--- config.mk ---
export PLATFORM = sky130hd
export DESIGN_NAME = cache_fill_ctrl_flat
export DESIGN_NICKNAME = d
export VERILOG_FILES = /design/src/rtl/cache_fill_ctrl_if.sv /design/src/rtl/cache_fill_ctrl.sv /design/src/flat_wrapper.sv
export SDC_FILE = /design/constraint.sdc
export NUM_CORES = 1
export LEC_CHECK = 0
export CAP_MARGIN = 20
export CELL_PAD_IN_SITES_DETAIL_PLACEMENT = 0
export CELL_PAD_IN_SITES_GLOBAL_PLACEMENT = 1
export CORE_ASPECT_RATIO = 0.7
export CORE_MARGIN = 2
export CORE_UTILIZATION = 28
export CTS_CLUSTER_DIAMETER = 60
export DETAILED_ROUTE_END_ITERATION = 12
export PLACE_DENSITY_LB_ADDON = 0.12
export SLEW_MARGIN = 10
export SYNTH_ARGS = -nofsm -noshare
export SYNTH_HDL_FRONTEND = slang
export SYNTH_SLANG_ARGS = --single-unit
--- constraint.sdc ---
create_clock -name clk -period 1.8 [get_ports clk]
set_input_delay 0.36 -clock clk [delete_from_list [all_inputs] [get_ports clk]]
set_output_delay 0.36 -clock clk [all_outputs]
set_load 0.005 [all_outputs]
--- src/rtl/cache_fill_ctrl_if.sv ---
// Purpose : bundles the miss-fill controller's request, memory and cache-write signals.
// Latency : none, wiring only.
// Backpressure: none; the memory side accepts one read per cycle and returns in issue order.
// Ports   : master = fill controller (drives stall/busy/mem/cache/fill signals),
//           slave  = caches + memory (drive miss_req/miss_addr/mem_rdata/mem_rvalid).
interface cache_fill_ctrl_if #(
   parameter int AWIDTH = 16,
   parameter int DWIDTH = 16,
   parameter int WPB    = 8,
   parameter int NCH    = 2
);
   localparam int CHW = (NCH > 1) ? $clog2(NCH) : 1;
   localparam int WW  = $clog2(WPB);

   logic [NCH-1:0]        miss_req;
   logic [NCH*AWIDTH-1:0] miss_addr;
   logic                  stall;
   logic                  busy;
   logic [CHW-1:0]        active_ch;
   logic                  mem_en;
   logic [AWIDTH-1:0]     mem_addr;
   logic [DWIDTH-1:0]     mem_rdata;
   logic                  mem_rvalid;
   logic                  cache_wr_en;
   logic [WW-1:0]         cache_wr_word;
   logic [DWIDTH-1:0]     cache_wr_data;
   logic                  cache_tag_wr;
   logic [AWIDTH-1:0]     fill_addr;
   logic [NCH-1:0]        fill_done;

   modport master (
      input  miss_req, miss_addr, mem_rdata, mem_rvalid,
      output stall, busy, active_ch, mem_en, mem_addr,
             cache_wr_en, cache_wr_word, cache_wr_data, cache_tag_wr,
             fill_addr, fill_done
   );

   modport slave (
      output miss_req, miss_addr, mem_rdata, mem_rvalid,
      input  stall, busy, active_ch, mem_en, mem_addr,
             cache_wr_en, cache_wr_word, cache_wr_data, cache_tag_wr,
             fill_addr, fill_done
   );
endinterface

--- src/rtl/cache_fill_ctrl.sv ---
// Purpose : arbitrates block misses from NCH caches (lowest index wins) and streams one block
//           from pipelined main memory into the granted cache, then writes its tag.
// Latency : grant at edge t, word k issued in cycle t+1+k, done pulse in cycle t+WPB+L+1.
// Backpressure: none toward memory (one read per cycle, no gaps); the pipeline is held via stall.
// Ports   : clk, rst (sync, active-high); bus = cache_fill_ctrl_if.master carrying
//           miss_req/miss_addr in, mem_en/mem_addr out, mem_rdata/mem_rvalid in,
//           cache_wr_*/cache_tag_wr/fill_addr/fill_done out, plus stall/busy/active_ch.
module cache_fill_ctrl #(
   parameter int AWIDTH = 16,
   parameter int DWIDTH = 16,
   parameter int WPB    = 8,
   parameter int NCH    = 2
) (
   input  logic              clk,
   input  logic              rst,
   cache_fill_ctrl_if.master bus
);
   localparam int CHW = (NCH > 1) ? $clog2(NCH) : 1;
   localparam int WW  = $clog2(WPB);
   localparam int CW  = WW + 1;

   typedef enum logic [1:0] {IDLE, FILL, DONE} state_t;

   state_t            state;
   logic [CW-1:0]     issue_cnt;
   logic [CW-1:0]     recv_cnt;
   logic [CHW-1:0]    active_ch_q;
   logic [AWIDTH-1:0] fill_addr_q;
   logic [AWIDTH-1:0] mem_addr_q;
   logic              mem_en_q;
   logic              tag_wr_q;
   logic [NCH-1:0]    fill_done_q;

   logic              grant_vld;
   logic [CHW-1:0]    grant_ch;
   logic [AWIDTH-1:0] grant_addr;
   logic [AWIDTH-1:0] grant_base;
   logic              rx;

   // Scan from the top so the lowest-index requester is the last (winning) assignment.
   always_comb begin
      grant_vld  = 1'b0;
      grant_ch   = '0;
      grant_addr = '0;
      for (int i = NCH - 1; i >= 0; i--) begin
         if (bus.miss_req[i]) begin
            grant_vld  = 1'b1;
            grant_ch   = CHW'(i);
            grant_addr = bus.miss_addr[i*AWIDTH +: AWIDTH];
         end
      end
   end

   // Block base: clear the byte-in-word bit and the word-in-block bits.
   assign grant_base = grant_addr & ~AWIDTH'(2*WPB - 1);

   // Returns outside FILL (idle, done, or stale after a reset) are dropped.
   assign rx = (state == FILL) && bus.mem_rvalid;

   always_ff @(posedge clk) begin
      if (rst) begin
         state       <= IDLE;
         issue_cnt   <= '0;
         recv_cnt    <= '0;
         active_ch_q <= '0;
         fill_addr_q <= '0;
         mem_addr_q  <= '0;
         mem_en_q    <= 1'b0;
         tag_wr_q    <= 1'b0;
         fill_done_q <= '0;
      end else begin
         tag_wr_q    <= 1'b0;
         fill_done_q <= '0;
         case (state)
            IDLE: begin
               if (grant_vld) begin
                  state       <= FILL;
                  active_ch_q <= grant_ch;
                  fill_addr_q <= grant_base;
                  mem_addr_q  <= grant_base;
                  mem_en_q    <= 1'b1;
                  issue_cnt   <= '0;
                  recv_cnt    <= '0;
               end
            end
            FILL: begin
               // Issue side: mem_en/mem_addr are registered, so the next address is
               // prepared one cycle ahead and mem_en drops after the last word.
               if (mem_en_q) begin
                  issue_cnt  <= issue_cnt + CW'(1);
                  mem_addr_q <= mem_addr_q + AWIDTH'(2);
                  if (issue_cnt == CW'(WPB - 1)) begin
                     mem_en_q <= 1'b0;
                  end
               end
               // Return side advances independently of the issue side.
               if (bus.mem_rvalid) begin
                  recv_cnt <= recv_cnt + CW'(1);
                  if (recv_cnt == CW'(WPB - 1)) begin
                     state       <= DONE;
                     mem_en_q    <= 1'b0;
                     tag_wr_q    <= 1'b1;
                     fill_done_q <= NCH'(1) << active_ch_q;
                  end
               end
            end
            DONE: begin
               state <= IDLE;
            end
            default: begin
               state <= IDLE;
            end
         endcase
      end
   end

   assign bus.busy          = (state != IDLE);
   assign bus.stall         = (|bus.miss_req) | (state != IDLE);
   assign bus.active_ch     = active_ch_q;
   assign bus.mem_en        = mem_en_q;
   assign bus.mem_addr      = mem_addr_q;
   assign bus.cache_wr_en   = rx;
   assign bus.cache_wr_word = recv_cnt[WW-1:0];
   assign bus.cache_wr_data = bus.mem_rdata;
   assign bus.cache_tag_wr  = tag_wr_q;
   assign bus.fill_addr     = fill_addr_q;
   assign bus.fill_done     = fill_done_q;
endmodule

--- src/flat_wrapper.sv ---
// flat-port wrapper written by rule: the top's interface ports become plain ports
module cache_fill_ctrl_flat 
#(
   parameter int AWIDTH = 16,
   parameter int DWIDTH = 16,
   parameter int WPB    = 8,
   parameter int NCH    = 2
)
  (clk, rst, bus_miss_req, bus_miss_addr, bus_mem_rdata, bus_mem_rvalid, bus_stall, bus_busy, bus_active_ch, bus_mem_en, bus_mem_addr, bus_cache_wr_en, bus_cache_wr_word, bus_cache_wr_data, bus_cache_tag_wr, bus_fill_addr, bus_fill_done);
  cache_fill_ctrl_if #(.AWIDTH(AWIDTH), .DWIDTH(DWIDTH), .WPB(WPB), .NCH(NCH)) bus_i ();
  input  logic clk;
  input  logic rst;
  input wire logic [$bits(bus_i.miss_req)-1:0] bus_miss_req;
  input wire logic [$bits(bus_i.miss_addr)-1:0] bus_miss_addr;
  input wire logic [$bits(bus_i.mem_rdata)-1:0] bus_mem_rdata;
  input wire logic [$bits(bus_i.mem_rvalid)-1:0] bus_mem_rvalid;
  output wire logic [$bits(bus_i.stall)-1:0] bus_stall;
  output wire logic [$bits(bus_i.busy)-1:0] bus_busy;
  output wire logic [$bits(bus_i.active_ch)-1:0] bus_active_ch;
  output wire logic [$bits(bus_i.mem_en)-1:0] bus_mem_en;
  output wire logic [$bits(bus_i.mem_addr)-1:0] bus_mem_addr;
  output wire logic [$bits(bus_i.cache_wr_en)-1:0] bus_cache_wr_en;
  output wire logic [$bits(bus_i.cache_wr_word)-1:0] bus_cache_wr_word;
  output wire logic [$bits(bus_i.cache_wr_data)-1:0] bus_cache_wr_data;
  output wire logic [$bits(bus_i.cache_tag_wr)-1:0] bus_cache_tag_wr;
  output wire logic [$bits(bus_i.fill_addr)-1:0] bus_fill_addr;
  output wire logic [$bits(bus_i.fill_done)-1:0] bus_fill_done;
  assign bus_i.miss_req = bus_miss_req;
  assign bus_i.miss_addr = bus_miss_addr;
  assign bus_i.mem_rdata = bus_mem_rdata;
  assign bus_i.mem_rvalid = bus_mem_rvalid;
  assign bus_stall = bus_i.stall;
  assign bus_busy = bus_i.busy;
  assign bus_active_ch = bus_i.active_ch;
  assign bus_mem_en = bus_i.mem_en;
  assign bus_mem_addr = bus_i.mem_addr;
  assign bus_cache_wr_en = bus_i.cache_wr_en;
  assign bus_cache_wr_word = bus_i.cache_wr_word;
  assign bus_cache_wr_data = bus_i.cache_wr_data;
  assign bus_cache_tag_wr = bus_i.cache_tag_wr;
  assign bus_fill_addr = bus_i.fill_addr;
  assign bus_fill_done = bus_i.fill_done;
  cache_fill_ctrl #(.AWIDTH(AWIDTH), .DWIDTH(DWIDTH), .WPB(WPB), .NCH(NCH)) u_core (.clk(clk), .rst(rst), .bus(bus_i));
endmodule
==> impl_metrics.prom <==
# TYPE chip_impl_metric gauge
chip_impl_metric{name="cts_inserted_buffers",unit=""} 5
chip_impl_info{name="cts_root_buf",value="clkbuf_8"} 1
chip_impl_metric{name="top_level_ports",unit=""} 112
chip_impl_metric{name="portBuffers",unit=""} 66
chip_impl_metric{name="drv_slew",unit=""} 0
chip_impl_metric{name="static-leakage-power",unit="nW"} 1.26
chip_impl_metric{name="final_layout_size_suffix_gt1_share",unit="%"} 15.5
chip_impl_metric{name="insertedDiodeCount",unit=""} 0
chip_impl_metric{name="synth_sequential_area_ratio",unit="%"} 38.6
chip_impl_info{name="critical_path.top_delay_family",value="buffers and inverters"} 1
chip_impl_metric{name="grt.total_usage",unit="%"} 15.0
chip_impl_metric{name="wire_length_of_the_first_global_routing_pass",unit="µm"} 10000
chip_impl_metric{name="yosys_register_bits",unit=""} 42
chip_impl_metric{name="setup_ws_final",unit="ns"} 0.0970
chip_impl_metric{name="worstSetupPathDepth",unit=""} 1
chip_impl_info{name="hp-class",value="register to register"} 1
chip_impl_metric{name="max_stage_delay",unit="ns"} 0.56
chip_impl_metric{name="hold_violations",unit=""} 0
chip_impl_metric{name="cells_after_synthesis",unit=""} 261
chip_impl_info{name="synth_area_leader_cell",value="dfxtp_1"} 1
chip_impl_metric{name="period_minus_slack",unit="ns"} 1.70
chip_impl_metric{name="synth_edf_count",unit=""} 0
chip_impl_metric{name="cp_data_arrival_time",unit="ns"} 1.34
chip_impl_metric{name="dpl_cell_area",unit="µm²"} 2980
chip_impl_info{name="start_kind",value="register"} 1
chip_impl_metric{name="switching_share",unit="%"} 27.0
chip_impl_metric{name="grt_antenna_before_repair",unit=""} 0
chip_impl_metric{name="max_root_sink_buffers",unit=""} 2
chip_impl_metric{name="fill_cells",unit=""} 781
chip_impl_metric{name="ys.warnings.count",unit=""} 0
chip_impl_metric{name="core-area",unit="µm²"} 7420
chip_impl_info{name="critical_path.cell_chain",value="clkdlybuf4s50_1"} 1
chip_impl_metric{name="routed_via_density",unit=""} 4.78
chip_impl_info{name="regToRegStartpoint",value="u_core.bus.mem_addr[9]$_SDFFE_PP0P_"} 1
chip_impl_info{name="post_synth_most_frequent_cells",value="dfxtp_1 (42), nor2_1 (36), buf_4 (26), nand2_1 (22), a21oi_1 (17)"} 1
chip_impl_metric{name="mappedNetlistArea",unit="µm²"} 2180
chip_impl_metric{name="p_clk_share",unit="%"} 32.0
chip_impl_metric{name="cp.required",unit="ns"} 1.44
chip_impl_metric{name="finalNonFillerCells",unit=""} 433
chip_impl_info{name="synth_most_common_cell",value="dfxtp_1"} 1
chip_impl_metric{name="clk_latency",unit="ns"} 0.29
chip_impl_metric{name="global_route.overflow_total",unit=""} 0
chip_impl_info{name="rsz_0062_raised_after_global_routing",value="false"} 1
chip_impl_metric{name="highest_fanout_seen_on_the_critical_path",unit=""} 7
chip_impl_metric{name="pwr-share-comb",unit="%"} 23.7
chip_impl_metric{name="cts.sinks",unit=""} 42
chip_impl_metric{name="area_delta_synth_final",unit="%"} 43.6
chip_impl_metric{name="finalClockSkew",unit="ns"} 0.00865
chip_impl_metric{name="avg_cell_area_syn",unit="µm²"} 8.35
chip_impl_info{name="ys_dominant_reg_cell",value="dfxtp_1"} 1
chip_impl_metric{name="layout.cell_area.non_filler",unit="µm²"} 3130
chip_impl_metric{name="p_seq_share",unit="%"} 44.2
chip_impl_info{name="run_status",value="complete, no violations"} 1
chip_impl_metric{name="drtIter0Drc",unit=""} 69
chip_impl_metric{name="fp-row-count",unit=""} 26
chip_impl_metric{name="clkTransAtPathRegs",unit="ns"} 0.09
chip_impl_metric{name="via_count",unit=""} 2068
chip_impl_metric{name="fp.dieW",unit="µm"} 109
chip_impl_metric{name="r2r.worst_path.cells",unit=""} 5
chip_impl_info{name="tritoncts",value="done"} 1
chip_impl_metric{name="fp.dieArea",unit="µm²"} 8520
chip_impl_metric{name="detail-route-antenna-nets",unit=""} 0
chip_impl_metric{name="drt-wirelength-per-cell",unit="µm"} 14.4
chip_impl_metric{name="power-per-cell-area",unit="nW/µm²"} 754
chip_impl_info{name="crit_type",value="register to primary output"} 1
chip_impl_metric{name="clock.fmax",unit="GHz"} 0.587
chip_impl_metric{name="p_int",unit="mW"} 1.72
chip_impl_metric{name="die_height",unit="µm"} 77.8
chip_impl_info{name="crit_path_top_delay_cell",value="clkdlybuf4s50_1"} 1
chip_impl_metric{name="grt_pass1_vias",unit=""} 1966
chip_impl_metric{name="route.detailed.drc",unit=""} 0
chip_impl_info{name="cp-startpoint",value="u_core.bus.mem_en$_SDFFE_PP0P_"} 1
chip_impl_metric{name="globalplace.congestion",unit=""} 0.833
chip_impl_metric{name="async_flop_share",unit="%"} 0
chip_impl_metric{name="path_buf_inv",unit=""} 1
chip_impl_metric{name="dpl.cell_count",unit=""} 423
chip_impl_metric{name="number_of_iterations_in_the_first_detailed_routing_pass",unit=""} 4
chip_impl_metric{name="synth_largest_type_area_fraction",unit="%"} 38.6
chip_impl_metric{name="cts_htree_levels",unit=""} 2
chip_impl_metric{name="final-setup-viol-count",unit=""} 0
chip_impl_metric{name="post-dp-hpwl",unit="µm"} 4650
chip_impl_metric{name="final_core_utilization",unit="%"} 42.2
chip_impl_metric{name="reported_net_switching_power",unit="µW"} 637
chip_impl_metric{name="ctsHoldBuffers",unit=""} 0
chip_impl_info{name="timing.hold.worst.start",value="u_core.bus.fill_addr[12]$_SDFFE_PP0P_"} 1
chip_impl_metric{name="distinct_cells_synth",unit=""} 43
chip_impl_metric{name="totalWireLength",unit="µm"} 6240
chip_impl_metric{name="count_of_nets_after_finishing",unit=""} 391
chip_impl_info{name="setup.worst_path.end_class",value="primary output"} 1
chip_impl_metric{name="largest_net_degree_at_the_start_of_global_routing",unit=""} 41
chip_impl_metric{name="highest_ir_drop_seen_on_vdd",unit="mV"} 0.421
chip_impl_metric{name="timing.hold.worst_path_depth",unit=""} 1
chip_impl_metric{name="layout_worst_path_cycle_share",unit="%"} 94.6
chip_impl_metric{name="initial_utilization",unit="%"} 29.4
chip_impl_metric{name="cap_viol_max_count",unit=""} 0
chip_impl_info{name="post_synth_main_area_contributors",value="dfxtp_1 (39%), buf_4 (9.0%), nor2_1 (6.2%), a221oi_1 (4.4%), a21oi_1 (3.9%)"} 1
chip_impl_metric{name="place_worst_setup_slack",unit="ns"} -0.250
worst reg2reg max path, delay by kind of cell, from the launching register on:
family	cells	cell delay (ns)
compound gates	1	0.28
flops	1	0.40
mux	1	0.16
simple gates	3	0.64
layout by cell type (no fill, tap or decap), types with 2 or more instances in the layout:
master | synthesis | final
and2_1 | 4 | 4
a211oi_1 | 2 | 2
conb_1 | 1 | 5
dfxtp_1 | 42 | 40
xnor2_1 | 4 | 4
nand3b_1 | 2 | 2
dfxtp_4 | 0 | 2
nor3_1 | 13 | 13
ha_1 | 4 | 4
o22ai_1 | 5 | 5
mux2i_1 | 6 | 6
xor2_1 | 3 | 3
dlygate4sd2_1 | 0 | 4
a22oi_1 | 8 | 8
nor2_1 | 36 | 34
a221oi_1 | 11 | 11
nand2_1 | 22 | 22
o21ai_0 | 5 | 5
inv_1 | 2 | 2
nand4_1 | 9 | 9
clkbuf_8 | 0 | 5
buf_4 | 26 | 34
a21oi_1 | 17 | 17
dlymetal6s2s_1 | 0 | 2
clkdlybuf4s50_1 | 0 | 60
nand3_1 | 5 | 5
o21bai_1 | 4 | 4
path summary, 6_finish.rpt:
path	end	slack [ns]
worst min register to register	u_core.bus.fill_addr[12]$_SDFFE_PP0P_	0.48
worst max register to register	u_core.bus.mem_addr[14]$_SDFFE_PP0P_	0.23
worst min-delay path	u_core.bus.fill_addr[12]$_SDFFE_PP0P_	0.48
worst max-delay path	bus_mem_en	0.1
timing repair:
| action | 4_1_cts | 5_1_grt |
|---|---|---|
| buffers inserted | 2 | 0 |
| resized for setup | 11 | 3 |
| pin swaps | 1 | 0 |
| setup endpoints to repair | 3 | 2 |
through the flow:
step | power (mW) | setup TNS [ns] | hold WS [ns]
global route | 2.49 | 0 | 0.521
global placement | 1.63 | -3.95 | 0.459
floorplan | 1.33 | 0 | 0.448
finish | 2.36 | 0 | 0.481
CTS | 2.39 | 0 | 0.484
detailed placement | 1.63 | -4.27 | 0.459
power groups by stage:
stage | logic, mW | registers [mW] | clock network, mW
2_1_floorplan | 0.261 | 1.07 | 0
3_3_place_gp | 0.560 | 1.07 | 0
3_5_place_dp | 0.560 | 1.07 | 0
4_1_cts | 0.567 | 1.04 | 0.782
5_1_grt | 0.613 | 1.05 | 0.820
6_report | 0.560 | 1.04 | 0.755
flip-flops by register name, indices dropped and copies added, names as in the netlist, 2 cells and up:
signal,flops
u_core.bus.fill_addr,12
u_core.bus.fill_done,2
u_core.bus.mem_addr,15
u_core.issue_cnt,4
u_core.recv_cnt,4
u_core.state,2
routing by layer:
layer	wire length (µm)	share of wire [%]	track usage [%]
met1	3270	52	21.9
met2	2600	42	21.7
met3	338	5.4	4.03
met4	38	0.61	3.54
met5	0	0	0
layout make-up:
| type | instances | area, µm² | share of cell area (%) |
|---|---|---|---|
| Timing Repair Buffer | 101 | 936 | 29.9 |
| Sequential cell | 42 | 848 | 27.1 |
| Clock inverter | 2 | 37.5 | 1.20 |
| Inverter | 3 | 12.5 | 0.400 |
| Tap cell | 98 | 123 | 3.92 |
| Multi-Input combinational cell | 181 | 1100 | 35.1 |
| Clock buffer | 6 | 72.6 | 2.32 |
logic make-up (layout without fill, tap and decap cells):
kind of cell	Yosys count	in the layout	synth area share [%]
flip-flops	42	42	38.6
other	1	5	0.172
buffers and inverters	42	112	12.3
AO/OA/AOI/OAI	55	55	16.8
XOR/XNOR	7	7	2.81
adder cells (fa/ha/maj)	4	4	2.30
AND/OR/NAND/NOR	103	103	23.7
multiplexers	7	7	3.27
Power figures use the tool's default switching activity.
